$ cat src/rtl/pipeline_ctrl.sv
// ============================================================================
// Module      : pipeline_ctrl
// Description : Hazard stall/flush control, debug halt/step FSM and event counters
// Revision    : 1.0 - initial release
// ============================================================================
`default_nettype none

module pipeline_ctrl #(
  parameter int CNT_W = 16
) (
  input  logic             clk,
  input  logic             reset,
  input  logic             i_id_ex_mem_read,
  input  logic [4:0]       i_id_ex_rt,
  input  logic [4:0]       i_if_id_rs,
  input  logic [4:0]       i_if_id_rt,
  input  logic             i_if_id_uses_rt,
  input  logic             i_ex_mispredicted,
  input  logic             i_ex_is_halt,
  input  logic             i_dbg_halt_req,
  input  logic             i_dbg_step,
  input  logic             i_dbg_resume,
  input  logic             i_clr_counts,
  output logic             o_pipe_enable,
  output logic             o_pc_write,
  output logic             o_if_id_write,
  output logic             o_if_id_flush,
  output logic             o_id_ex_flush,
  output logic             o_halted,
  output logic [CNT_W-1:0] o_stall_count,
  output logic [CNT_W-1:0] o_flush_count
);

  typedef enum logic [1:0] {
    ST_RUN    = 2'd0,
    ST_HALTED = 2'd1,
    ST_STEP   = 2'd2
  } state_t;

  localparam logic [CNT_W-1:0] C_CNT_ONE = CNT_W'(1);

  state_t           state_q, state_d;
  logic [CNT_W-1:0] stall_count_q, stall_count_d;
  logic [CNT_W-1:0] flush_count_q, flush_count_d;
  logic             load_use;
  logic             stall_applied;
  logic             flush_applied;

  assign load_use = i_id_ex_mem_read && (i_id_ex_rt != 5'd0) &&
                    ((i_id_ex_rt == i_if_id_rs) ||
                     (i_if_id_uses_rt && (i_id_ex_rt == i_if_id_rt)));

  always_comb begin
    state_d       = state_q;
    o_pipe_enable = 1'b0;
    o_pc_write    = 1'b0;
    o_if_id_write = 1'b0;
    o_if_id_flush = 1'b0;
    o_id_ex_flush = 1'b0;
    o_halted      = 1'b0;
    stall_applied = 1'b0;
    flush_applied = 1'b0;

    case (state_q)
      ST_HALTED: begin
        o_halted = 1'b1;
        if (i_dbg_resume) begin
          state_d = ST_RUN;
        end else if (i_dbg_step) begin
          state_d = ST_STEP;
        end
      end
      default: begin
        o_pipe_enable = 1'b1;
        o_pc_write    = 1'b1;
        o_if_id_write = 1'b1;
        // A mispredict squashes the younger instructions, so any load-use stall is moot.
        if (i_ex_mispredicted) begin
          o_if_id_flush = 1'b1;
          o_id_ex_flush = 1'b1;
          flush_applied = 1'b1;
        end else if (load_use) begin
          o_pc_write    = 1'b0;
          o_if_id_write = 1'b0;
          o_id_ex_flush = 1'b1;
          stall_applied = 1'b1;
        end
        if (state_q == ST_STEP) begin
          state_d = ST_HALTED;
        end else if (i_ex_is_halt || i_dbg_halt_req) begin
          state_d = ST_HALTED;
        end
      end
    endcase
  end

  always_comb begin
    stall_count_d = stall_count_q;
    flush_count_d = flush_count_q;
    if (i_clr_counts) begin
      stall_count_d = '0;
      flush_count_d = '0;
    end else begin
      if (stall_applied && !(&stall_count_q)) begin
        stall_count_d = stall_count_q + C_CNT_ONE;
      end
      if (flush_applied && !(&flush_count_q)) begin
        flush_count_d = flush_count_q + C_CNT_ONE;
      end
    end
  end

  always_ff @(posedge clk or posedge reset) begin
    if (reset) begin
      state_q       <= ST_RUN;
      stall_count_q <= '0;
      flush_count_q <= '0;
    end else begin
      state_q       <= state_d;
      stall_count_q <= stall_count_d;
      flush_count_q <= flush_count_d;
    end
  end

  assign o_stall_count = stall_count_q;
  assign o_flush_count = flush_count_q;

endmodule

`default_nettype wire
$ cat config.mk
export PLATFORM = sky130hd
export DESIGN_NAME = pipeline_ctrl
export DESIGN_NICKNAME = d
export VERILOG_FILES = /design/src/rtl/pipeline_ctrl.sv
export SDC_FILE = /design/constraint.sdc
export NUM_CORES = 1
export LEC_CHECK = 0
export BUFFER_PORTS_ARGS = -buffer_cell sky130_fd_sc_hd__clkbuf_2
export CELL_PAD_IN_SITES_DETAIL_PLACEMENT = 0
export CELL_PAD_IN_SITES_GLOBAL_PLACEMENT = 1
export CORE_MARGIN = 5
export CORE_UTILIZATION = 34
export DETAILED_ROUTE_END_ITERATION = 7
export PLACE_DENSITY_LB_ADDON = 0.1
export SYNTH_ARGS = -nofsm -noshare
export SYNTH_HDL_FRONTEND = slang
export SYNTH_SLANG_ARGS = --single-unit
$ cat constraint.sdc
create_clock -name clk -period 1.6 [get_ports clk]
set_input_delay 0.16 -clock clk [delete_from_list [all_inputs] [get_ports clk]]
set_output_delay 0.16 -clock clk [all_outputs]
set_load 0.05 [all_outputs]
==> run metrics, run 1 <==
dpl ws -0.2421 ns; P_leak 0.001533 µW; final wirelength 5.637 mm; clock period minus worst slack 1.734 ns; Clock Skews 0.006623 ns; RD Place Congestion 0.7835; starting density of the core 0.3560; nature of the critical path startpoint flip-flop; CP Max Fanout 4; CTS tree yes; drt wl/cell 13.58 µm; total number of vias 1959; DRC viols 0; CTS buffer count 5; Worst Tran Pin Value 0.4346 ns; Design Area, Final 3292 µm²; FMAX 0.5768 GHz; dpl cell area 2909 µm²; Synth area leader dfrtp_1; max_cap viols 0; Slew Viols, Final 0; most used cell, CP nor4_4; total power 2533 µW; H-Tree Depth 2; gr usage total 0.1602; Synth top area share 0.4288; RSZ-0062 raised after global routing true; Hold Crit Class in2reg; Die Ht about 86 µm; antenna violations before repair 0; Cell Rows 27; Max VDD drop 0.4923 mV; violated checks setup timing; I/O Pins 63; # diodes 0; share of cells above drive strength 1 0.5889; commonest non-fill, non-tap cell in the layout buf_4; first-pass GRT wire length 9.584 mm; core area 5574 µm²; CP Capture Type flip-flop; critical path required time approximately 1.8 ns; worst-path cell with the longest stage delay dfrtp_2; Cell variety after synth 38; port bufs 62; Syn Inst Count 211; PD cells 769.4 nW/µm²; syn avg cell area 9.405 µm²; status complete, but fails checks; syn_nets 238; later-pin clock latency in the skew report 0.29 ns; setup TNS -2.153 ns; Max transition margin 0.7099; synthesized area 1984 µm²; Final WS setup -0.1336 ns; final worst-path cycle share 1.084; CP Buf/Inv Count 0; post-synthesis sequential area ratio 0.4288; synthesis-to-finish area growth 65.89%; Nets 369; clock buffer depth 2; Post-DRT Antenna Nets 0; Arr. time, crit path 1.95 ns; CTS Sinks 34; delay-heaviest family, CP simple AND/OR/NAND/NOR gates; Setup violations, final 31; top post-synthesis cells by area dfrtp_1 (43%), xnor2_1 (7.5%), xor2_1 (6.6%), nor2_1 (6.1%), nand3_1 (4.5%); max incr delay on CP 0.42 ns; Clk pin slew, worst setup/hold paths about 0.070 ns; hold slack 0.1627 ns; most frequent cells in the layout buf_4 (57), clkbuf_2 (55), nor2_1 (30); crit-path cells ha_4, nand3_4, nor4_4, nor4_4, nand4_1, or3_1, a21oi_1; Via density approximately 4.7; largest net degree at the start of global routing 33; Die ar. 7464 µm²; type of the worst setup path reg2reg; synth warn 0; Final Hold Fails 0; Congestion Overflow GR 0; number of global-route vias before repair 2137; drt first-iter violations 61; clk root buf clkbuf_8; chip width 86.40 µm; Final HPWL DP around 4.3 mm; Pre-antenna DRT Iters 4; number of synthesized register bits 34
-- final timing paths --
| check | start | end | slack, ns | depth (start not counted) |
|---|---|---|---|---|
| setup reg to reg | o_stall_count[0]$_DFFE_PP0P_ | o_stall_count[12]$_DFFE_PP0P_ | -0.13 | 7 |
| max in group asynchronous | reset | o_flush_count[4]$_DFFE_PP0P_ | 0.66 | 4 |
| hold reg to reg | o_flush_count[8]$_DFFE_PP0P_ | o_flush_count[8]$_DFFE_PP0P_ | 0.60 | 2 |
| setup / recovery | o_stall_count[0]$_DFFE_PP0P_ | o_stall_count[12]$_DFFE_PP0P_ | -0.13 | 7 |
| min in group asynchronous | reset | o_flush_count[2]$_DFFE_PP0P_ | 0.40 | 3 |
| hold / removal | i_dbg_step | state_q[1]$_DFFE_PP0P_ | 0.16 | 3 |
-- state kept, by name (all words and copies together), names as in the netlist --
name	cells
state_q	2
o_stall_count	16
o_flush_count	16
-- cells in the mapped netlist --
cell type	count
mux2i_1	2
buf_6	1
a22oi_1	1
nor2_2	1
dfrtp_1	34
nor3_1	6
o22ai_2	1
xor2_1	15
o211ai_1	1
and4_1	4
mux2_4	1
o21a_1	1
nor3b_1	1
and3_1	7
ha_1	2
nand2_1	13
nor4_4	2
nand4_2	1
nor2b_1	4
buf_4	1
clkbuf_2	1
inv_1	3
or4_4	1
and4_2	1
nand4_1	8
nor2_1	32
clkbuf_1	3
a21oi_1	8
or3_1	7
xnor2_1	17
nand3_1	18
o21ai_0	6
buf_2	1
o21ai_4	1
and4bb_2	1
o21ai_2	1
and2b_2	2
o21ai_1	1
-- worst register-to-register path: stages, from the launching register on --
cell	delay, ns
dfrtp_2	0.42
ha_4	0.18
nand3_4	0.08
nor4_4	0.05
nor4_4	0.21
nand4_1	0.24
or3_1	0.35
a21oi_1	0.14
-- per-stage QoR --
stage,util,std cells
finish,0.5906,415
global route,0.5906,415
CTS,0.5728,411
detailed placement,0.5219,394
global placement,0.5219,394
floorplan,-,211
-- power by group --
group / total (µW) / leakage [µW] / switching (µW) / internal [µW]
clock network: 664 / 0.0000482 / 316 / 347
registers: 904 / 0.000430 / 18.8 / 885
logic: 965 / 0.00105 / 541 / 424
total: 2530 / 0.00153 / 877 / 1660
-- cell families (layout without fill, tap and decap cells) --
kind of cell / count (synthesis) / count (layout) / synth area share
multiplexers: 3 / 3 / 0.01765
flip-flops: 34 / 34 / 0.4288
AND/OR/NAND/NOR: 109 / 109 / 0.3058
buffers and inverters: 10 / 142 / 0.02585
XOR/XNOR: 32 / 32 / 0.1412
AO/OA/AOI/OAI: 21 / 21 / 0.06810
adder cells (fa/ha/maj): 2 / 2 / 0.01261
-- routing by layer --
layer	vias up	global-route usage	wire length [µm]
met5	-	0	0
met3	7	0.03517	225
met2	31	0.2886	2934
met4	0	0.04816	66
met1	921	0.1890	2410
li1	1000	-	-
-- layout make-up --
type                       count  area, µm²
timing repair buffer         131      930.9
fill                         511       2282
multi-input combinational    167       1286
sequential                    34      882.1
tap                           72      90.09
inverter                       3      11.26
clock inverter                 1      5.005
clock buffer                   7      86.33
-- repair_timing --
item                                    4_1_cts  5_1_grt
cloned                                        0        0
setup buffers                                 8        4
endpoints found under the setup margin       34       38
endpoints found under the hold margin         9        0
pin swaps                                    30       25
hold buffers                                  1        0
resized for setup                            27       21
Note: power is estimated with default switching activity, not from simulation.
==> inputs of run 2 (changes only) <==
ABC_AREA = 1   (was not set)
CORE_UTILIZATION = 33   (was 34)
==> run metrics, run 2 <==
Synth area leader dfrtp_1; Final HPWL DP 4.697 mm; Clock Skews approximately 0.0072 ns; violated checks setup timing; M1 WL 2.977 mm; Switching Share 0.4118; antenna violations before repair 0; Comb pwr share 0.384; clk root buf clkbuf_8; EDFF count, synth 0; final worst-path cycle share 1.007; gr usage total 0.1501; commonest non-fill, non-tap cell in the layout nand2_1; dpl cell area 3027 µm²; Slew Viols, Final 0; clock power share 0.275; chip width between 90 and 100 µm; core area between 6000 and 7000 µm²; Setup violations, final 3; share of power burned in registers 0.341; final wirelength 6.334 mm; syn avg cell area 6.841 µm²; synthesis-to-finish area growth 44.53%; DRC viols 0; Arr. time, crit path 1.79 ns; synthesized area 2312 µm²; post-synthesis sequential area ratio 0.3680; share of cells above drive strength 1 0.4005; worst-path cell with the longest stage delay dfrtp_2; syn_nets about 370; status complete, but fails checks; synth warn 0; top-count cell post-synth nand2_1; Cell variety after synth 27; met2 wire length 2.966 mm; Top Metal Used met4; CP Capture Type flip-flop; Main synth FF type dfrtp_1; I/O Pins 63; Syn Inst Count 338; H-Tree Depth 2; Cell Rows 30; delay-heaviest family, CP simple AND/OR/NAND/NOR gates; CP Max Fanout 6; first-pass GRT wire length 10.78 mm; Post-DRT Antenna Nets 0; max incr delay on CP 0.39 ns; largest net degree at the start of global routing 50; drt first-iter violations 60; nature of the critical path startpoint flip-flop; Synth top area share 0.3680; max_cap viols 0; CTS Sinks 34; CTS buffer count 5; Max VDD drop 0.9897 mV; PD cells approximately 840 nW/µm²; Final Hold Fails 0; Die ar. between 8000 and 9000 µm²; most frequent cells after synthesis nand2_1 (81), inv_1 (51), nand3_1 (46), dfrtp_1 (34), nor2_1 (33); P_leak 0.001753 µW; Pre-antenna DRT Iters 4; type of the worst setup path reg2reg; RD Place Congestion 0.7497; FMAX between 0.6 and 0.7 GHz; later-pin clock latency in the skew report 0.28 ns; number of global-route vias before repair 2394; critical path required time between 1.5 and 2 ns; Hold Crit Class in2reg; Design Area, Final 3342 µm²; port bufs 62; Clk pin slew, worst setup/hold paths 0.07 ns; RSZ-0062 raised after global routing true; crit-path cells ha_4, nand2_4, nor2_4, nand3_2, nor2_2, nand4_1, nand2_2, nor2_4, clkbuf_16, nand3_2, nand2_1; clock buffer depth 2; drt wl/cell 11.77 µm; Die Ht approximately 94 µm; Placed Instances 520; clock period minus worst slack roughly 1.6 ns; most frequent cells in the layout nand2_1 (77), clkbuf_2 (60), inv_1 (49); internal power 1643 µW; Final WS setup -0.01137 ns; CP Buf/Inv Count 1; starting density of the core 0.3403; P_sw about 1100 µW; Congestion Overflow GR 0; Via density 4.559; top post-synthesis cells by area dfrtp_1 (37%), nand2_1 (13%), nand3_1 (10%), inv_1 (8.3%), nor2_1 (5.4%); met3 wire length roughly 340 µm; CTS tree yes; ys async rst share 1.000; Cell Count, Final, Fillers Out about 540; number of synthesized register bits 34; Nets 468; Worst Tran Pin Value around 0.47 ns; Max transition margin 0.6900; # diodes 0; total number of vias approximately 2500
## run 2: changes by cell type after synthesis, sizes merged, moves of 5 or more
cell   previous run  this run
nand2            13        83
inv               3        54
nand3            18        53
xnor2            17         5
o21ai             9        17
and3              7         0
nor2             33        40
or3               7         0
xor2             15         8
nor3              6        12
and4              5         0
## run 2: cells by family after synthesis
family	share of synthesized area
flops	0.3680
buf+inv	0.1147
simple gates	0.3885
xor+xnor	0.04924
compound gates	0.06873
fa+ha+maj	0.01082
## run 2: cell type report
type                    instances  area [µm²]
repair buffers                106       706.9
fillers                       686        3452
inverters                      54       202.7
multi-input cells             240        1334
flip-flops and latches         34       868.3
clock buffers                   8       110.1
well taps                      96       120.1
## run 2: layer usage
layer  vias to the layer above  global-route usage
li1                       1282                   -
met1                      1115              0.1923
met2                        51              0.2525
met3                         5             0.03766
met4                         0             0.03610
met5                         -                   0
## run 2: what timing repair did
item,CTS,global route
hold buffers,1,0
pin swaps,1,12
cloned,0,1
endpoints found under the hold margin,34,0
resized for setup,12,17
setup buffers,4,4
setup endpoints to repair,27,34
## run 2: worst paths after layout
kind / start / end / slack [ns] / cells past startpoint
setup / recovery: o_stall_count[1]$_DFFE_PP0P_ / o_stall_count[15]$_DFFE_PP0P_ / -0.01 / 11
hold / removal: i_dbg_resume / state_q[1]$_DFFE_PP0P_ / 0.19 / 3
setup reg to reg: o_stall_count[1]$_DFFE_PP0P_ / o_stall_count[15]$_DFFE_PP0P_ / -0.01 / 11
min in group asynchronous: reset / o_flush_count[8]$_DFFE_PP0P_ / 0.50 / 4
hold reg to reg: state_q[0]$_DFFE_PP0P_ / state_q[0]$_DFFE_PP0P_ / 0.50 / 2
max in group asynchronous: reset / o_stall_count[6]$_DFFE_PP0P_ / 0.74 / 4
## run 2: power by group through the flow
stage	logic, µW	registers, µW	clock network, µW
4_1_cts	1030	954	786
2_1_floorplan	671	1040	0
5_1_grt	1160	959	825
3_3_place_gp	984	973	0
6_report	1070	953	767
3_5_place_dp	986	971	0
## run 2: per-stage QoR
stage,total power (µW),util,setup TNS [ns],setup slack [ns],hold slack [ns]
2_1_floorplan,1714,-,-4.622,-0.3146,0.3007
3_3_place_gp,1957,0.4455,-1.095,-0.08782,0.2732
3_5_place_dp,1957,0.4455,-1.327,-0.1104,0.2786
4_1_cts,2771,0.4753,0,0.001987,0.1761
5_1_grt,2943,0.4919,-1.514,-0.1068,0.2040
6_report,2793,0.4919,-0.01236,-0.01137,0.1852
## run 2: worst min-delay path: cells and delay by family
family                 cells  cell delay, ns
and+or+nand+nor            1            0.10
AOI/OAI and AO/OA          1            0.09
buffers and inverters      1            0.07
